`src/rtl/tfa_pipelined_addsub_if.sv`:
```
// tfa_pipelined_addsub_if: operand and result valid/ready streams for the pipelined add/sub unit
//   in_valid/in_ready/a/b/cin/sub : operand beat (master drives, slave accepts)
//   out_valid/out_ready/sum/cout/overflow : result beat (slave drives, master accepts)
interface tfa_pipelined_addsub_if #(parameter int WIDTH = 16);
  logic in_valid, in_ready, cin, sub, out_valid, out_ready, cout, overflow;
  logic [WIDTH-1:0] a, b, sum;
  modport master (output in_valid, a, b, cin, sub, out_ready,
                  input in_ready, out_valid, sum, cout, overflow);
  modport slave (input in_valid, a, b, cin, sub, out_ready,
                 output in_ready, out_valid, sum, cout, overflow);
endinterface

```
`src/rtl/tfa_pipelined_addsub.sv`:
```
// tfa_pipelined_addsub: skewed-operand pipelined adder/subtractor built from TFA ripple slices
//   clk, rst : clock, asynchronous active-high reset
//   bus      : slave side of tfa_pipelined_addsub_if (operand stream in, result stream out)
module tfa_pipelined_addsub #(
  parameter int WIDTH = 16,
  parameter int STAGES = 4
) (
  input logic clk,
  input logic rst,
  tfa_pipelined_addsub_if.slave bus
);
  localparam int SW = WIDTH / STAGES;
  localparam logic [STAGES-1:0] FULL = '1;
  logic [STAGES-1:0] v_q, v_d, ld, c_q, c_d;
  logic [STAGES-1:0][WIDTH-1:0] a_q, b_q, s_q, a_d, b_d, s_d;
  logic ov_q, ov_d, rdy_q, co, cm;
  // Stage k takes its operands from stage k-1; the modulo index keeps the
  // unselected k==0 branch in range for every STAGES value.
  always_comb begin
    co = 1'b0;
    cm = 1'b0;
    a_d = '0;
    b_d = '0;
    s_d = '0;
    c_d = '0;
    v_d = '0;
    ld = '0;
    for (int k = 0; k < STAGES; k++) begin
      a_d[k] = k == 0 ? bus.a : a_q[(k + STAGES - 1) % STAGES];
      b_d[k] = k == 0 ? (bus.sub ? ~bus.b : bus.b) : b_q[(k + STAGES - 1) % STAGES];
      s_d[k] = k == 0 ? '0 : s_q[(k + STAGES - 1) % STAGES];
      co = k == 0 ? (bus.sub | bus.cin) : c_q[(k + STAGES - 1) % STAGES];
      v_d[k] = k == 0 ? (bus.in_valid & rdy_q) : v_q[(k + STAGES - 1) % STAGES];
      // A stage can load unless it and every stage after it is full while the output stalls.
      ld[k] = bus.out_ready | ((v_q >> k) != (FULL >> k));
      for (int j = k * SW; j < (k + 1) * SW; j++) begin
        cm = co;
        s_d[k][j] = a_d[k][j] ^ b_d[k][j] ^ co;
        // TFA cell: propagate passes the carry, otherwise the carry equals a (== b).
        co = (a_d[k][j] ^ b_d[k][j]) ? co : a_d[k][j];
      end
      c_d[k] = co;
    end
    ov_d = cm ^ co;
  end
  always_ff @(posedge clk or posedge rst) begin
    if (rst) begin
      v_q <= '0;
      a_q <= '0;
      b_q <= '0;
      s_q <= '0;
      c_q <= '0;
      ov_q <= 1'b0;
      rdy_q <= 1'b0;
    end else begin
      rdy_q <= 1'b1;
      for (int k = 0; k < STAGES; k++) begin
        if (ld[k]) v_q[k] <= v_d[k];
        if (ld[k] && v_d[k]) begin
          a_q[k] <= a_d[k];
          b_q[k] <= b_d[k];
          s_q[k] <= s_d[k];
          c_q[k] <= c_d[k];
        end
      end
      if (ld[STAGES-1] && v_d[STAGES-1]) ov_q <= ov_d;
    end
  end
  assign bus.in_ready = rdy_q & ld[0];
  assign bus.out_valid = v_q[STAGES-1];
  assign bus.sum = s_q[STAGES-1];
  assign bus.cout = c_q[STAGES-1];
  assign bus.overflow = ov_q;
endmodule

```
`src/flat_wrapper.sv`:
```
// flat-port wrapper written by rule: the top's interface ports become plain ports
module tfa_pipelined_addsub_flat 
#(
  parameter int WIDTH = 16,
  parameter int STAGES = 4
)
  (clk, rst, bus_in_valid, bus_a, bus_b, bus_cin, bus_sub, bus_out_ready, bus_in_ready, bus_out_valid, bus_sum, bus_cout, bus_overflow);
  tfa_pipelined_addsub_if #(.WIDTH(WIDTH)) bus_i ();
  input logic clk;
  input logic rst;
  input wire logic [$bits(bus_i.in_valid)-1:0] bus_in_valid;
  input wire logic [$bits(bus_i.a)-1:0] bus_a;
  input wire logic [$bits(bus_i.b)-1:0] bus_b;
  input wire logic [$bits(bus_i.cin)-1:0] bus_cin;
  input wire logic [$bits(bus_i.sub)-1:0] bus_sub;
  input wire logic [$bits(bus_i.out_ready)-1:0] bus_out_ready;
  output wire logic [$bits(bus_i.in_ready)-1:0] bus_in_ready;
  output wire logic [$bits(bus_i.out_valid)-1:0] bus_out_valid;
  output wire logic [$bits(bus_i.sum)-1:0] bus_sum;
  output wire logic [$bits(bus_i.cout)-1:0] bus_cout;
  output wire logic [$bits(bus_i.overflow)-1:0] bus_overflow;
  assign bus_i.in_valid = bus_in_valid;
  assign bus_i.a = bus_a;
  assign bus_i.b = bus_b;
  assign bus_i.cin = bus_cin;
  assign bus_i.sub = bus_sub;
  assign bus_i.out_ready = bus_out_ready;
  assign bus_in_ready = bus_i.in_ready;
  assign bus_out_valid = bus_i.out_valid;
  assign bus_sum = bus_i.sum;
  assign bus_cout = bus_i.cout;
  assign bus_overflow = bus_i.overflow;
  tfa_pipelined_addsub #(.WIDTH(WIDTH), .STAGES(STAGES)) u_core (.clk(clk), .rst(rst), .bus(bus_i));
endmodule
```
`config.mk`:
```
export PLATFORM = sky130hd
export DESIGN_NAME = tfa_pipelined_addsub_flat
export DESIGN_NICKNAME = d
export VERILOG_FILES = /design/src/rtl/tfa_pipelined_addsub_if.sv /design/src/rtl/tfa_pipelined_addsub.sv /design/src/flat_wrapper.sv
export SDC_FILE = /design/constraint.sdc
export NUM_CORES = 1
export LEC_CHECK = 0
export ABC_AREA = 1
export CAP_MARGIN = 15
export CORE_MARGIN = 5
export CORE_UTILIZATION = 35
export CTS_CLUSTER_SIZE = 28
export DETAILED_ROUTE_END_ITERATION = 8
export PLACE_DENSITY = 0.54
export RECOVER_POWER = 100
export SETUP_SLACK_MARGIN = 0.1
export SLEW_MARGIN = 15
export SYNTH_ARGS = -nofsm -noshare
export SYNTH_HDL_FRONTEND = slang
export SYNTH_SLANG_ARGS = --single-unit
```
`constraint.sdc`:
```
create_clock -name clk -period 3.95 [get_ports clk]
set_input_delay 0.395 -clock clk [delete_from_list [all_inputs] [get_ports clk]]
set_output_delay 0.395 -clock clk [all_outputs]
set_load 0.05 [all_outputs]
```
* Yosys cells after proc, flatten, opt, wreduce, memory -nomap -nowiden *
Index checks and enable logic that the tools add are counted.

storage, ports and cells
  flip-flop bits (word level) = 146
  bits of input ports = 38
  output and inout bits = 20

cells by class
  equal/unequal tests = 3
  muxes and demuxes = 17
  bitwise operators = 42
  reduce and logical (&&, ||, !) cells = 4

operator list
  kind                                           count
  XOR 1 bit                                      33
  2-to-1 mux 1 bit                               16
  2-to-1 mux 16 bit                              1
  inverter 16 bit                                1
  OR 1 bit                                       5
  logical AND 1 bit                              4
  inequality test 4 bit (second input constant)  1
  inequality test 3 bit (second input constant)  1
  AND 1 bit                                      2
  inequality test 2 bit (second input constant)  1
  inverter 1 bit                                 1

* Logic depth before layout (Yosys ltp) *
  depth in word-level cells = 7
  gate-level depth with buffers = 14

* Worst setup path before layout *
Ideal clock, no wire load.

  kind = register to output
  start point = register u_core.v_q[3]
  end point = output bus_in_ready
  arrival = 1.577 ns
  data required time = 3.555 ns
  path slack = 1.978 ns
  cell stages (with the launch flop) = 6
  buffers on the path = 0
  cells stage by stage = dfrtp_1 -> nand2_2 -> nor2_2 -> nand2_2 -> nor2_4 -> nor2_1

on the way
  longest elaborated chain between the ends = 3

RTL lines
  what                               line                        RTL
  from (decl)                        tfa_pipelined_addsub.sv:14  logic [STAGES-1:0] v_q, v_d, ld, c_q, c_d;
  from (signal, indexed assignment)  tfa_pipelined_addsub.sv:58  if (ld[k]) v_q[k] <= v_d[k];
  inequality test 4 bit              tfa_pipelined_addsub.sv:35  ld[k] = bus.out_ready | ((v_q >> k) != (FULL >> k));
  OR 1 bit                           tfa_pipelined_addsub.sv:35
  AND 1 bit                          tfa_pipelined_addsub.sv:69  assign bus.in_ready = rdy_q & ld[0];
  to (decl)                          flat_wrapper.sv:17          output wire logic [$bits(bus_i.in_ready)-1:0] bus_in_ready;

No other way between the ends.

* Final worst setup path *
  start point = input bus_out_ready
  end point = register u_core.c_q[0]

on the way
  longest elaborated chain between the ends = 2

RTL lines
  what                             line                        RTL
  from (decl)                      flat_wrapper.sv:16          input wire logic [$bits(bus_i.out_ready)-1:0] bus_out_ready;
  OR 1 bit                         tfa_pipelined_addsub.sv:35
  logical AND 1 bit                tfa_pipelined_addsub.sv:59  if (ld[k] && v_d[k]) begin
  to (signal, indexed assignment)  tfa_pipelined_addsub.sv:63  c_q[k] <= c_d[k];
  to (decl)                        tfa_pipelined_addsub.sv:14

No other way between the ends.
A chain may end at the register's enable or synchronous reset.

==> metrics.csv <==
metric;value;unit
Post-CTS Resized;0;
leakage;0.00262;uW
CORE AREA;12100;um^2
Syn Std Cell Area;4340;um^2
post-layout min period;2.80;ns
synth unique cells;28;
GP Congestion;0.768;
vias in the first global route;3019;
Hold Violations, Final;0;
die area;14700;um^2
max-capacitance violation count;1;
routed len/inst;10.9;um
gr ovfl total;0;
most frequent cells in the layout;172 x nand2_1, 98 x dfrtp_1, 69 x o21ai_0;
Seq/Total Area, Yosys;0.565;
Final period util;0.708;
DP Worst Slack;1.40;ns
final worst slack;1.15;ns
CP delay by family, top;buffers and inverters;
Final ANT Viol Nets;0;
Post-Syn Nets;538;
Vias per Instance;4.23;
Least-Margin Pin Slew;1.66;ns
Worst Skew;0.00714;ns
first-pass GRT wire length;13800;um
Hold-fix buffers, CTS;0;
Setup Total Neg Slack;0;ns
worst hold slack;0.468;ns
Clock Sinks;98;
CP Class;input pin to flip-flop;
dpl cell area;5050;um^2
Via Count;3062;
Yosys top cell by area;dfrtp_1;
drt drc;0;
CP Capture Type;flip-flop;
top cell type's share of synthesized area;0.565;
Syn Area/Cell;8.71;um^2
Root Buffer;clkbuf_16;
CP most frequent cell;nor2_1;
VDD IR-drop max;0.000178;V
ranking of synthesized cells by area;dfrtp_1 57%, nand2_1 15%, o21ai_0 6.9%;
Initial Util;0.360;
Mapped Cells;498;
Yosys reg bits;98;
initial antenna violation count;0;
final slew viol count;84;
Vert. Die Dim;121;um
relative slew slack;-0.111;
Max FO, Critical Path;34;
CP Launch Type;input pin;
CP max-delay cell;clkbuf_1;
CTS tree;done;
HPWL after detailed placement;5700;um
clock latency on the worst-skew pair;0.34;ns
design area;5340;um^2
row count;40;
overall global routing resource usage;0.116;
clk slew on worst S/H paths;0.06;ns
HP Class;flip-flop to flip-flop;
First-pass DRT Iterations;4;
Clock Tree Buf Depth;2;
area grow syn2layout;23.2;%
power density over the cells;636;nW/um^2
Ports;58;
fraction of layout cells with a size suffix above 1;0.0576;
Critical Path AT;3.02;ns
n_diodes;0;
status;complete, but fails checks;
largest net degree at the start of global routing;84;
Port Buf Inserts;57;
Fmax achieved;358;MHz
Initial DRC Count;146;
Post-CTS Setup Inserts;0;
Required @ worst endpoint;4.17;ns
most common cell after layout, fill and taps aside;nand2_1;
CTS Buf Count;9;
nets@finish;592;
setup violators final;0;
Power Total;3400;uW
CTS H-Tree Depth;3;
CP Cell Sequence;dlygate4sd3_1 -> inv_1 -> nand2_1 -> nor2_1 -> nand2_1 -> nor2_1 -> nor2_4 -> clkbuf_1 -> inv_2 -> nor2_1 -> a21oi_1;
Worst path max stage delay;0.93;ns
WL final;7900;um
RSZ-0062 raised after global routing;false;
Buf/Inv on CP;4;
Syn. warnings;0;
failing checks;max-capacitance violations, max-slew violations;
Die Wd;121;um
## final timing paths
kind | startpoint | to | slack, ns | depth (start not counted)
max in group asynchronous | rst | u_core.bus.sum[3]$_DFFE_PP0P_ | 1.44 | 3
setup reg to reg | u_core.v_q[3]$_DFFE_PP0N_ | u_core.c_q[0]$_DFFE_PP0P_ | 1.39 | 9
min in group asynchronous | rst | u_core.v_q[2]$_DFFE_PP0P_ | 1.03 | 2
hold / removal | u_core.b_d[47]$_DFFE_PP0P_ | u_core.b_d[47]$_DFFE_PP0P_ | 0.47 | 2
hold reg to reg | u_core.b_d[47]$_DFFE_PP0P_ | u_core.b_d[47]$_DFFE_PP0P_ | 0.47 | 2
setup / recovery | bus_out_ready | u_core.c_q[0]$_DFFE_PP0P_ | 1.15 | 11
## tightest hold or removal path, stage by stage, from the launching register on
cell,delay [ns]
dfrtp_1,0.34
nand2_1,0.05
nand2_1,0.04
## Yosys cell counts
master / number
a21boi_0: 1
a21oi_1: 4
a31oi_1: 4
buf_2: 10
buf_4: 3
buf_6: 1
clkbuf_1: 4
conb_1: 1
dfrtp_1: 98
fa_1: 1
ha_1: 1
inv_1: 52
inv_2: 5
nand2_1: 170
nand2_2: 9
nand3_1: 6
nand3b_1: 1
nor2_1: 20
nor2_2: 1
nor2_4: 3
o21ai_0: 60
o21ai_1: 9
o22ai_1: 3
or2_2: 3
or2_4: 1
xnor2_1: 12
xnor2_2: 1
xor2_1: 14
## where the power goes
part           internal (uW)  switching [uW]
sequential              1270             140
clock                    616             364
combinational            346             663
total                   2230            1170
## per-stage QoR
step,utilization,instances
CTS,0.447,724
floorplan,-,498
finish,0.443,724
global route,0.443,724
global placement,0.419,709
detailed placement,0.419,709
## sequential cells by signal, summed over array words and instances (netlist names)
signal / flops
u_core.a_d: 24
u_core.b_d: 24
u_core.s_d: 24
u_core.bus.sum: 16
u_core.c_q: 4
u_core.v_q: 4
u_core.bus.overflow: 1
u_core.rdy_q: 1
## per-layer routing
layer  global-route usage  vias up  routed length, um
met5                    0        -                  0
met4               0.0525        0                136
met3               0.0289        9                269
met2                0.177       56               3360
met1                0.156     1358               4140
li1                     -     1639                  -
## cell type report
cell class	instances	area (um^2)
fill	1229	6720
sequential	98	2450
multi-input combinational	325	1550
timing repair buffer	61	586
clock buffer	10	229
inverter	57	214
tap	168	210
clock inverter	5	104
## cell families (layout without fill, tap and decap cells)
kind of cell | Yosys count | in the layout | share of synthesized area
AOI/OAI and AO/OA | 81 | 81 | 0.0961
buffers and inverters | 75 | 133 | 0.0721
xor gates and xnor gates | 27 | 27 | 0.0563
other | 1 | 1 | 0.000865
DFF | 98 | 98 | 0.565
and+or+nand+nor | 214 | 214 | 0.202
adders and majority gates | 2 | 2 | 0.00750
Power figures use the tool's default switching activity.
